[src/rtl/uart_tx_fifo.sv]
// 8N1 UART transmitter fed by a circular byte FIFO; frames run back-to-back
// while bytes are queued and tx_en is high. count excludes the byte on the wire.
module uart_tx_fifo #(
  parameter int CLKS_PER_BIT = 16,
  parameter int DEPTH        = 8
) (
  input  logic                   clk,
  input  logic                   reset,
  input  logic                   wr_en,
  input  logic [7:0]             wr_data,
  input  logic                   tx_en,
  output logic                   tx,
  output logic                   busy,
  output logic                   full,
  output logic                   empty,
  output logic [$clog2(DEPTH):0] count,
  output logic                   overflow
);

  localparam int AW = $clog2(DEPTH);
  localparam logic [7:0]  BIT_LAST = 8'(CLKS_PER_BIT - 1);
  localparam logic [AW:0] FULL_CNT = (AW + 1)'(DEPTH);
  localparam logic [AW:0] CNT_ONE  = (AW + 1)'(1);
  localparam logic [AW-1:0] PTR_ONE = AW'(1);

  typedef enum logic [1:0] {IDLE, START, DATA, STOP} state_t;

  state_t          state_reg;
  logic [7:0]      mem [DEPTH];
  logic [AW-1:0]   wr_ptr_reg;
  logic [AW-1:0]   rd_ptr_reg;
  logic [AW:0]     count_reg;
  logic [AW:0]     count_next;
  logic [7:0]      bit_cnt_reg;
  logic [7:0]      shift_reg;
  logic [2:0]      bit_idx_reg;
  logic            tx_reg;
  logic            busy_reg;
  logic            full_reg;
  logic            empty_reg;
  logic            overflow_reg;
  logic            wr_accept;
  logic            bit_done;
  logic            pop;

  // full/empty are the registered flags from before this edge, so a write
  // into a full FIFO is dropped even when a pop frees a slot at the same edge.
  assign wr_accept = wr_en & ~full_reg;
  assign bit_done  = (bit_cnt_reg == 8'd0);
  assign pop       = ~empty_reg & tx_en &
                     ((state_reg == IDLE) | ((state_reg == STOP) & bit_done));

  always_comb begin
    count_next = count_reg;
    if (wr_accept && !pop) begin
      count_next = count_reg + CNT_ONE;
    end else if (pop && !wr_accept) begin
      count_next = count_reg - CNT_ONE;
    end
  end

  // Storage carries no reset; clearing the pointers discards queued bytes.
  always_ff @(posedge clk) begin
    if (wr_accept) begin
      mem[wr_ptr_reg] <= wr_data;
    end
  end

  always_ff @(posedge clk or negedge reset) begin
    if (!reset) begin
      state_reg    <= IDLE;
      wr_ptr_reg   <= '0;
      rd_ptr_reg   <= '0;
      count_reg    <= '0;
      bit_cnt_reg  <= '0;
      bit_idx_reg  <= '0;
      shift_reg    <= '0;
      tx_reg       <= 1'b1;
      busy_reg     <= 1'b0;
      full_reg     <= 1'b0;
      empty_reg    <= 1'b1;
      overflow_reg <= 1'b0;
    end else begin
      if (wr_accept) begin
        wr_ptr_reg <= wr_ptr_reg + PTR_ONE;
      end
      if (pop) begin
        rd_ptr_reg <= rd_ptr_reg + PTR_ONE;
      end
      count_reg <= count_next;
      full_reg  <= (count_next == FULL_CNT);
      empty_reg <= (count_next == '0);
      if (wr_en && full_reg) begin
        overflow_reg <= 1'b1;
      end

      case (state_reg)
        IDLE: begin
          if (pop) begin
            shift_reg   <= mem[rd_ptr_reg];
            state_reg   <= START;
            tx_reg      <= 1'b0;
            busy_reg    <= 1'b1;
            bit_cnt_reg <= BIT_LAST;
          end
        end

        START: begin
          if (bit_done) begin
            state_reg   <= DATA;
            tx_reg      <= shift_reg[0];
            bit_idx_reg <= 3'd0;
            bit_cnt_reg <= BIT_LAST;
          end else begin
            bit_cnt_reg <= bit_cnt_reg - 8'd1;
          end
        end

        DATA: begin
          if (bit_done) begin
            bit_cnt_reg <= BIT_LAST;
            shift_reg   <= {1'b0, shift_reg[7:1]};
            bit_idx_reg <= bit_idx_reg + 3'd1;
            if (bit_idx_reg == 3'd7) begin
              state_reg <= STOP;
              tx_reg    <= 1'b1;
            end else begin
              tx_reg    <= shift_reg[1];
            end
          end else begin
            bit_cnt_reg <= bit_cnt_reg - 8'd1;
          end
        end

        STOP: begin
          if (bit_done) begin
            // Next queued byte goes straight into its start bit, no idle gap.
            if (pop) begin
              shift_reg   <= mem[rd_ptr_reg];
              state_reg   <= START;
              tx_reg      <= 1'b0;
              bit_cnt_reg <= BIT_LAST;
            end else begin
              state_reg   <= IDLE;
              tx_reg      <= 1'b1;
              busy_reg    <= 1'b0;
            end
          end else begin
            bit_cnt_reg <= bit_cnt_reg - 8'd1;
          end
        end

        default: begin
          state_reg <= IDLE;
          tx_reg    <= 1'b1;
          busy_reg  <= 1'b0;
        end
      endcase
    end
  end

  assign tx       = tx_reg;
  assign busy     = busy_reg;
  assign full     = full_reg;
  assign empty    = empty_reg;
  assign count    = count_reg;
  assign overflow = overflow_reg;

endmodule

[config.mk]
export PLATFORM = sky130hd
export DESIGN_NAME = uart_tx_fifo
export DESIGN_NICKNAME = d
export VERILOG_FILES = /design/src/rtl/uart_tx_fifo.sv
export SDC_FILE = /design/constraint.sdc
export NUM_CORES = 1
export LEC_CHECK = 0
export ABC_CLOCK_PERIOD_IN_PS = 2100
export CAP_MARGIN = 20
export CORE_MARGIN = 8
export CORE_UTILIZATION = 56
export CTS_BUF_LIST = sky130_fd_sc_hd__clkbuf_4
export DETAILED_ROUTE_END_ITERATION = 8
export PLACE_DENSITY = 0.88
export SYNTH_ARGS = -nofsm -noshare
export SYNTH_HDL_FRONTEND = slang
export SYNTH_SLANG_ARGS = --single-unit
[constraint.sdc]
create_clock -name clk -period 2.1 [get_ports clk]
set_input_delay 0.63 -clock clk [delete_from_list [all_inputs] [get_ports clk]]
set_output_delay 0.63 -clock clk [all_outputs]
set_load 0.1 [all_outputs]
==> results of run 1 <==
[area by class of cell]
class	count	area [sq um]	share of cell area (%)
clock inverters	7	88.84	1.625
flip-flops and latches	100	2834	51.85
inverters	11	43.79	0.8013
clock buffers	9	67.56	1.236
well taps	102	127.6	2.335
multi-input cells	200	1709	31.27
repair buffers	59	594.3	10.87
[critical path, delay by kind of cell, from the launching register on]
family,cells,cell delay [ns]
compound gates,2,0.42
xor+xnor,1,0.23
fa+ha+maj,1,0.19
buf+inv,1,0.05
flops,1,0.41
mux,1,0.28
simple gates,2,0.37
[metal layers]
metal / part of all wire (%) / wire [microns] / vias to the layer above / GRT usage (%)
met5: 0 / 0 / - / 0
met4: 2.8 / 262 / 0 / 8.945
met3: 3.9 / 362 / 23 / 2.862
met2: 52 / 4799 / 77 / 29.45
met1: 42 / 3852 / 1444 / 20.23
li1: - / - / 1359 / -
[layout by cell type (no fill, tap or decap), types with 3 or more instances in the layout]
cell type,count
a211oi_1,6
a211oi_2,3
a21oi_1,12
buf_12,10
buf_4,37
clkbuf_4,9
clkdlybuf4s50_1,10
clkinv_8,3
dfrtp_1,31
edfxtp_1,64
ha_1,11
inv_1,7
inv_2,3
mux4_2,16
nand2_1,20
nand2b_1,3
nor2_1,22
nor2b_1,8
nor3_1,10
nor3_2,4
o21ai_0,12
o21ai_1,3
o22a_1,3
o22ai_1,9
or3_1,3
xnor2_1,7
[metrics by stage]
stage	instances	power, W	util (%)	area (sq um)	hold slack, ns
floorplan	327	0.003594	-	4593	0.3344
global placement	469	0.004152	67.01	5205	0.4824
detailed placement	469	0.004232	67.01	5205	0.4845
CTS	488	0.005261	69.65	5410	0.1798
global route	488	0.005485	70.36	5465	0.1992
finish	488	0.005278	70.36	5465	0.1698
[how the worst max path moves through the flow]
stage,start,endpoint,depth (start not counted)
finish,bit_cnt_reg[0],full,8
global route,bit_cnt_reg[1],shift_reg[4],9
CTS,bit_cnt_reg[0],shift_reg[1],9
detailed placement,wr_en,full,7
global placement,wr_en,full,6
floorplan,count[0],full,7
[cells by family after synthesis]
| logic type | synth area share [%] |
|---|---|
| XOR/XNOR | 1.746 |
| buffers and inverters | 2.632 |
| AND/OR/NAND/NOR | 9.920 |
| multiplexers | 8.922 |
| flip-flops | 62.57 |
| adder cells (fa/ha/maj) | 3.824 |
| AO/OA/AOI/OAI | 10.39 |
[what timing repair did]
action / CTS / global route
pin swaps: 2 / 4
gates cloned: 0 / 0
setup buffers: 3 / 0
hold buffers: 0 / 0
resized for setup: 9 / 19
endpoints found under the setup margin: 16 / 16
[power breakdown]
part	total, W	switching [W]	internal [W]	leakage (nW)
combinational	0.00166	0.000999	0.000663	0.907
sequential	0.00258	0.000193	0.00239	1.04
clock	0.00103	0.000736	0.000297	0.0828
==> flow_metrics.tcl, run 1 <==
set metrics [dict create \
    place_congestion 0.8306 \
    grt_pass1_wl_microns 14950 \
    yosys-top-cells-area "edfxtp_1, dfrtp_1, mux4_2, ha_1, o21ai_0" \
    max_freq_mhz 495.5 \
    fin_crit_sh_pct 96.10 \
    routedWlPerCell_microns 19.01 \
    ys_seq_elements 100 \
    clkLatencyLatePin_ns 0.46 \
    syn_to_final_growth_pct 21.03 \
    synth_top_area_share_pct 42.56 \
    start_kind "flip-flop" \
    diodes 0 \
    grt_setup_unrepaired "true" \
    first_pass_iters 4 \
    cap_violations 0 \
    rr_worst_depth 8 \
    largest_register_ffs 64 \
    synth.net_count 352 \
    drcViolationCount 0 \
    hold_viol_final 0 \
    overflow 0 \
    synth_ff_type "edfxtp_1" \
    tritoncts "built" \
    clk_pin_slew_ns 0.18 \
    p_leak_nw 2.025 \
    syn_area_per_cell_sq_um 13.81 \
    die_w_microns 105.8 \
    fin_crit_ns 2.018 \
    crit_arrival_ns 2.43 \
    drt_iter0_drc 122 \
    crit_path_end_kind "flip-flop" \
    vias 2903 \
    totalWireLength_microns 9276 \
    powerDensity_mw_per_mm2 965.8 \
    finClkSkew_ns 0.01807 \
    rows 32 \
    r2r_start "bit_cnt_reg[0]" \
    grt_util_all_layers_pct 17.14 \
    die_y_microns 105.8 \
    drive_gt1_share_pct 30.83 \
    ios 21 \
    hold_path_class "in -> async" \
    relSlewSlack_pct 65.53 \
    timing.final.ws_setup_ns 0.08194 \
    initial_utilization_pct 58.13 \
    yosysWarnings 0 \
    core_area_sq_mm 0.007767 \
    setup_viol 0 \
    synth-edff-count 64 \
    tns_ns 0 \
    slowest_stage "dfrtp_1" \
    crit_fanout 6 \
    synth.distinct_cells 53 \
    antenna_found_initial 0 \
    grt_pass1_vias 2962 \
    fillers 496 \
    synth_top_area_cell "edfxtp_1" \
    r2r_slack_ns 0.08 \
    critical_path_required_ns 2.51 \
    dpl_worst_slack_ns -0.2955 \
    synth_most_common_cell "edfxtp_1" \
    grt_start_max_net_pins 37 \
    slowest_delay_ns 0.41 \
    clock-sinks 100 \
    crit_type "reg -> reg" \
    clk_path_buf_depth 2 \
    place.port_buffers 20 \
    layout.nets 406 \
    synth_seq_area_share_pct 62.57 \
    maxSlewViolCount 0 \
    synthesis.area_sq_mm 0.004516 \
    path_cells "inv_2 -> ha_2 -> nor3b_4 -> and3_4 -> o21ai_4 -> mux2i_2 -> xor2_1 -> o2111a_1" \
    r2r-end "full" \
    postSynthCellCount 327 \
    ys_async_sr_fraction_pct 36.00 \
    dp_hpwl_microns 6413 \
    cts_made_buffers 9 \
    synth_commonest_cells "edfxtp_1, dfrtp_1, nor2_1" \
    status "finished clean" \
    die_area_sq_mm 0.01119 \
    drtAntennaViolNets 0 \
    cts_max_level 3 \
    max-vdd-ir-drop_mv 0.6411 \
    cts_root_buf "clkbuf_4" \
    viasPerCell 5.949 \
    worst_pin_slew_ns 0.5171 \
]
No activity file was read; power rests on OpenSTA's default activity.
==> inputs of run 2 (changes only) <==
Settings changed: CTS_CLUSTER_DIAMETER from default to 60, MAX_ROUTING_LAYER from default to met4, SETUP_SLACK_MARGIN from default to 0.2.
==> run 2 against run 1 <==
  * The flow now finishes with violations (negative setup slack)
  * Critical path depth is 1 higher
  * Utilization is 8.8 points higher
  * Flip-flop and latch count stayed put
  * Setup slack worse by 0.14 ns
  * Routed wire length is 36% higher
  * Die area stayed put
  * Cell area is 12% higher
  * Sequential share of layout area is 5.7 points lower
  * Global-route usage is 4.0 points higher
  * Sequential power is 2% higher
  * Maximum frequency is 6.3% lower
  * Final cell count is 7.4% higher
  * Critical path type unchanged
  * Critical endpoint unchanged
  * Largest cell class unchanged
  * Highest routed layer unchanged
==> flow_metrics.tcl, run 2 (synthesis results as in run 1) <==
set metrics [dict create \
    grt_start_max_net_pins 37 \
    critical_path_required_ns 2.53 \
    fin_crit_ns 2.153 \
    place.port_buffers 20 \
    clk_path_buf_depth 2 \
    mostFrequentLayoutCells "edfxtp_1, buf_4, dfrtp_1" \
    fin_crit_sh_pct 102.5 \
    clock-sinks 100 \
    worst_pin_slew_ns 0.7742 \
    drtAntennaViolNets 0 \
    overflow 0 \
    violations "negative setup slack" \
    ios 21 \
    grt_util_all_layers_pct 21.10 \
    slowest_delay_ns 0.42 \
    rows 32 \
    maxSlewViolCount 0 \
    syn_to_final_growth_pct 36.10 \
    viasPerCell 6.296 \
    drcViolationCount 0 \
    largest_register_ffs 64 \
    final_util_pct 79.12 \
    max-vdd-ir-drop_mv 0.8719 \
    crit_type "reg -> reg" \
    core_area_sq_mm 0.007767 \
    timing.hold.ws_ns 0.06841 \
    crit_fanout 4 \
    drive_gt1_share_pct 47.87 \
    hold_buffers 0 \
    timing.final.ws_setup_ns -0.05325 \
    fillers 385 \
    relSlewSlack_pct 48.39 \
    tritoncts "built" \
    die_area_sq_mm 0.01119 \
    routedWlPerCell_microns 24.16 \
    p_leak_nw 2.300 \
    seqCellArea_sq_mm 0.002838 \
    totalWireLength_microns 12660 \
    cap_violations 0 \
    initial_utilization_pct 58.13 \
    crit_arrival_ns 2.58 \
    layout_commonest_cell "edfxtp_1" \
    r2r_slack_ns -0.05 \
    cts_root_buf "clkbuf_4" \
    antenna_found_initial 0 \
    grt_pass1_wl_microns 17770 \
    clk_pin_slew_ns 0.18 \
    crit_path_end_kind "flip-flop" \
    status "finished, violations left" \
    path_cells "inv_2 -> ha_4 -> nor3b_4 -> and3_4 -> buf_6 -> o21ai_4 -> mux2i_2 -> xor2_2 -> o2111a_1" \
    critPathBufInv 2 \
    grt_pass1_vias 3313 \
    drt_iter0_drc 312 \
    layout.nets 442 \
    multi_input_area_sq_mm 0.002016 \
    powerDensity_mw_per_mm2 926.9 \
    diodes 0 \
    dp_hpwl_microns 7074 \
    die_y_microns 105.8 \
    place_congestion 0.9268 \
    vias 3299 \
    cts_max_level 3 \
    crit_family "compound AO/OA/AOI/OAI gates" \
    clkLatencyLatePin_ns 0.48 \
    total_power_w 0.005697 \
    slowest_stage "dfrtp_1" \
    start_kind "flip-flop" \
    max_freq_mhz 464.4 \
    hold_viol_final 0 \
    finClkSkew_ns 0.02081 \
    cts_made_buffers 9 \
    grt_setup_unrepaired "true" \
    hold_path_class "in -> async" \
    setup_viol 3 \
    die_w_microns 105.8 \
    first_pass_iters 5 \
]
[run 2: area by class of cell]
type | instances | area share [%]
clock buffer | 9 | 1.099
clock inverter | 7 | 1.445
inverter | 11 | 0.7533
multi-input combinational | 200 | 32.80
sequential | 100 | 46.17
tap | 102 | 2.077
timing repair buffer | 95 | 15.66
[run 2: final timing paths]
check,from,to,cells past startpoint
max in group asynchronous,reset,tx,2
max,bit_cnt_reg[1],full,9
max reg2reg,bit_cnt_reg[1],full,9
min,reset,count[2],2
min reg2reg,bit_idx_reg[1],bit_idx_reg[1],1
min in group clk,bit_idx_reg[1],bit_idx_reg[1],1
[run 2: through the flow]
stage	instances	setup TNS, ns	worst slack, ns	instance area [sq um]
after floorplan	327	-0.1434	-0.08069	4626
after global placement	486	-6.980	-0.2201	5389
after detailed placement	486	-11.02	-0.3047	5389
after CTS	514	0	0.1098	5789
after global routing	524	-0.8059	-0.1276	6146
final	524	-0.1094	-0.05325	6146
[run 2: power by group]
| group | internal [W] | total [W] | switching, W |
|---|---|---|---|
| combinational | 0.000845 | 0.00199 | 0.00114 |
| sequential | 0.00239 | 0.00264 | 0.000248 |
| clock | 0.000296 | 0.00107 | 0.000771 |
[run 2: timing repair]
item	4_1_cts	5_1_grt
hold endpoints to repair	0	0
endpoints found under the setup margin	27	37
pin swaps	14	37
buffers inserted	12	10
resized for setup	38	74
[run 2: worst register-to-register path, stage by stage (launching register included)]
cell      delay, ns
dfrtp_1        0.42
inv_2          0.06
ha_4           0.16
nor3b_4        0.15
and3_4         0.21
buf_6          0.13
o21ai_4        0.22
mux2i_2        0.30
xor2_2         0.22
o2111a_1       0.22
[run 2: metal layers]
metal | track usage [%] | vias up | part of all wire, %
met4 | 9.146 | 0 | 3.4
met5 | - | - | 0
met1 | 23.10 | 1667 | 37
met3 | 4.507 | 38 | 6.2
li1 | - | 1427 | -
met2 | 36.33 | 167 | 53
==> inputs of run 3 (changes only) <==
Settings changed: ABC_CLOCK_PERIOD_IN_PS 2100 to 2200, CORE_UTILIZATION 56 to 62, PLACE_DENSITY 0.88 to 0.92.
Clock period 2.1 ns to 2.2 ns, I/O delays scaled along.
==> run 3 against run 2 <==
  * The run now ends clean
  * Maximum frequency rose by 7.3%
  * Critical endpoint is now state_reg[0]
  * Clock-buffer cell count stayed put
  * First-iteration DRC count is 44% lower
  * Worst hold slack improved by 0.071 ns
==> flow_metrics.tcl, run 3 (synthesis results as in run 1) <==
set metrics [dict create \
    layout_commonest_cell "edfxtp_1" \
    start_kind "flip-flop" \
    ios 21 \
    rr_worst_depth 9 \
    totalWireLength_microns 9968 \
    crit_path_end_kind "flip-flop" \
    vias 3026 \
    timing.final.ws_setup_ns 0.1936 \
    drt_iter0_drc 176 \
    cts_max_level 3 \
    hold_viol_final 0 \
    clk_path_buf_depth 2 \
    grt_pass1_vias 3220 \
    core_area_sq_mm 0.007137 \
    postPlaceCellArea_sq_mm 0.005174 \
    p_leak_nw 2.044 \
    tritoncts "built" \
    rows 31 \
    powerDensity_mw_per_mm2 905.5 \
    die_w_microns 101.3 \
    grt_pass1_wl_microns 15860 \
    max_freq_mhz 498.4 \
    cts_root_buf "clkbuf_4" \
    drive_gt1_share_pct 32.14 \
    largest_register_ffs 64 \
    layout.nets 412 \
    worst_pin_slew_ns 0.5438 \
    initial_utilization_pct 63.27 \
    antenna_found_initial 0 \
    clk_pin_slew_ns 0.17 \
    relSlewSlack_pct 63.75 \
    drtAntennaViolNets 0 \
    die_y_microns 101.3 \
    grt_util_all_layers_pct 21.23 \
    overflow 0 \
    mostFrequentLayoutCells "edfxtp_1, buf_4, dfrtp_1" \
    status "finished clean" \
    dpl_worst_slack_ns -0.2791 \
    crit_type "reg -> reg" \
    cap_violations 0 \
    dp_hpwl_microns 6843 \
    fin_crit_ns 2.006 \
    fin_area_sq_mm 0.005469 \
    grt_setup_unrepaired "true" \
    final_util_pct 76.63 \
    setup_viol 0 \
    finClkSkew_ns 0.02153 \
    syn_to_final_growth_pct 21.11 \
    die_area_sq_mm 0.01027 \
    hold_path_class "in -> async" \
    drcViolationCount 0 \
    grt_start_max_net_pins 23 \
    cts_made_buffers 9 \
    max-vdd-ir-drop_mv 0.7299 \
    first_pass_iters 4 \
    viasPerCell 6.163 \
    fin_crit_sh_pct 91.20 \
    clock-sinks 100 \
    maxSlewViolCount 0 \
    crit_arrival_ns 2.39 \
    place_congestion 0.8278 \
    diodes 0 \
    clkLatencyLatePin_ns 0.45 \
    place.port_buffers 20 \
    crit_fanout 6 \
    hold_buffers 0 \
    critical_path_required_ns 2.58 \
    routedWlPerCell_microns 20.30 \
]
==> run 3: cell types whose count changed in the layout (fill, tap and decap cells not counted), sizes merged <==
cell and change:
buf -30, clkinv -1, inv +1
==> run 3: metal layers <==
layer  track usage [%]  vias up  share of wire, %  routed length (microns)
li1                  -     1368                 -                        -
met1             23.10     1534                38                     3818
met2             37.30       97                54                     5408
met3             3.368       27               4.6                      455
met4             9.851        0               2.9                      286
met5                 -        -                 0                        0
==> run 3: timing repair <==
item / in CTS / in global routing
cloned: 0 / 0
buffers inserted: 6 / 2
pin swaps: 5 / 12
resized for setup: 11 / 26
setup endpoints to repair: 25 / 20
==> run 3: cell type report <==
type | count | area, sq um
Inverter | 11 | 43.79
Clock buffer | 9 | 67.56
Timing Repair Buffer | 65 | 613.1
Sequential cell | 100 | 2836
Fill cell | 432 | 1668
Tap cell | 99 | 123.9
Clock inverter | 7 | 73.82
Multi-Input combinational cell | 200 | 1710
==> run 3: worst max-delay path: stages, from the launching register on <==
cell     delay, ns
dfrtp_1       0.43
inv_2         0.08
ha_4          0.13
nor3b_4       0.24
and3_4        0.29
o21a_1        0.20
buf_6         0.14
a21oi_2       0.05
a22oi_1       0.20
o22a_1        0.18
==> run 3: stage by stage <==
stage	TNS [ns]	hold WS (ns)	total power, W	std cells
after floorplan	0	0.3644	0.003433	327
after global placement	-2.551	0.4397	0.003910	467
after detailed placement	-6.427	0.4453	0.003991	467
after CTS	0	0.1528	0.004913	489
after global routing	0	0.1719	0.005147	491
final	0	0.1398	0.004952	491
==> run 3: report_power, final <==
group,leakage [nW],switching (W),internal [W]
Clock,0.0777,0.000674,0.000271
Sequential,1.04,0.000177,0.00228
Combinational,0.931,0.000947,0.000600
Total,2.04,0.00180,0.00315
==> run 3: final timing paths <==
| check | startpoint | slack, ns | end |
|---|---|---|---|
| setup / recovery | bit_cnt_reg[0] | 0.19 | state_reg[0] |
| min in group clk | overflow | 0.48 | overflow |
| setup reg to reg | bit_cnt_reg[0] | 0.19 | state_reg[0] |
| hold / removal | reset | 0.14 | bit_cnt_reg[1] |
| hold reg to reg | overflow | 0.48 | overflow |
| max in group asynchronous | reset | 1.41 | tx |
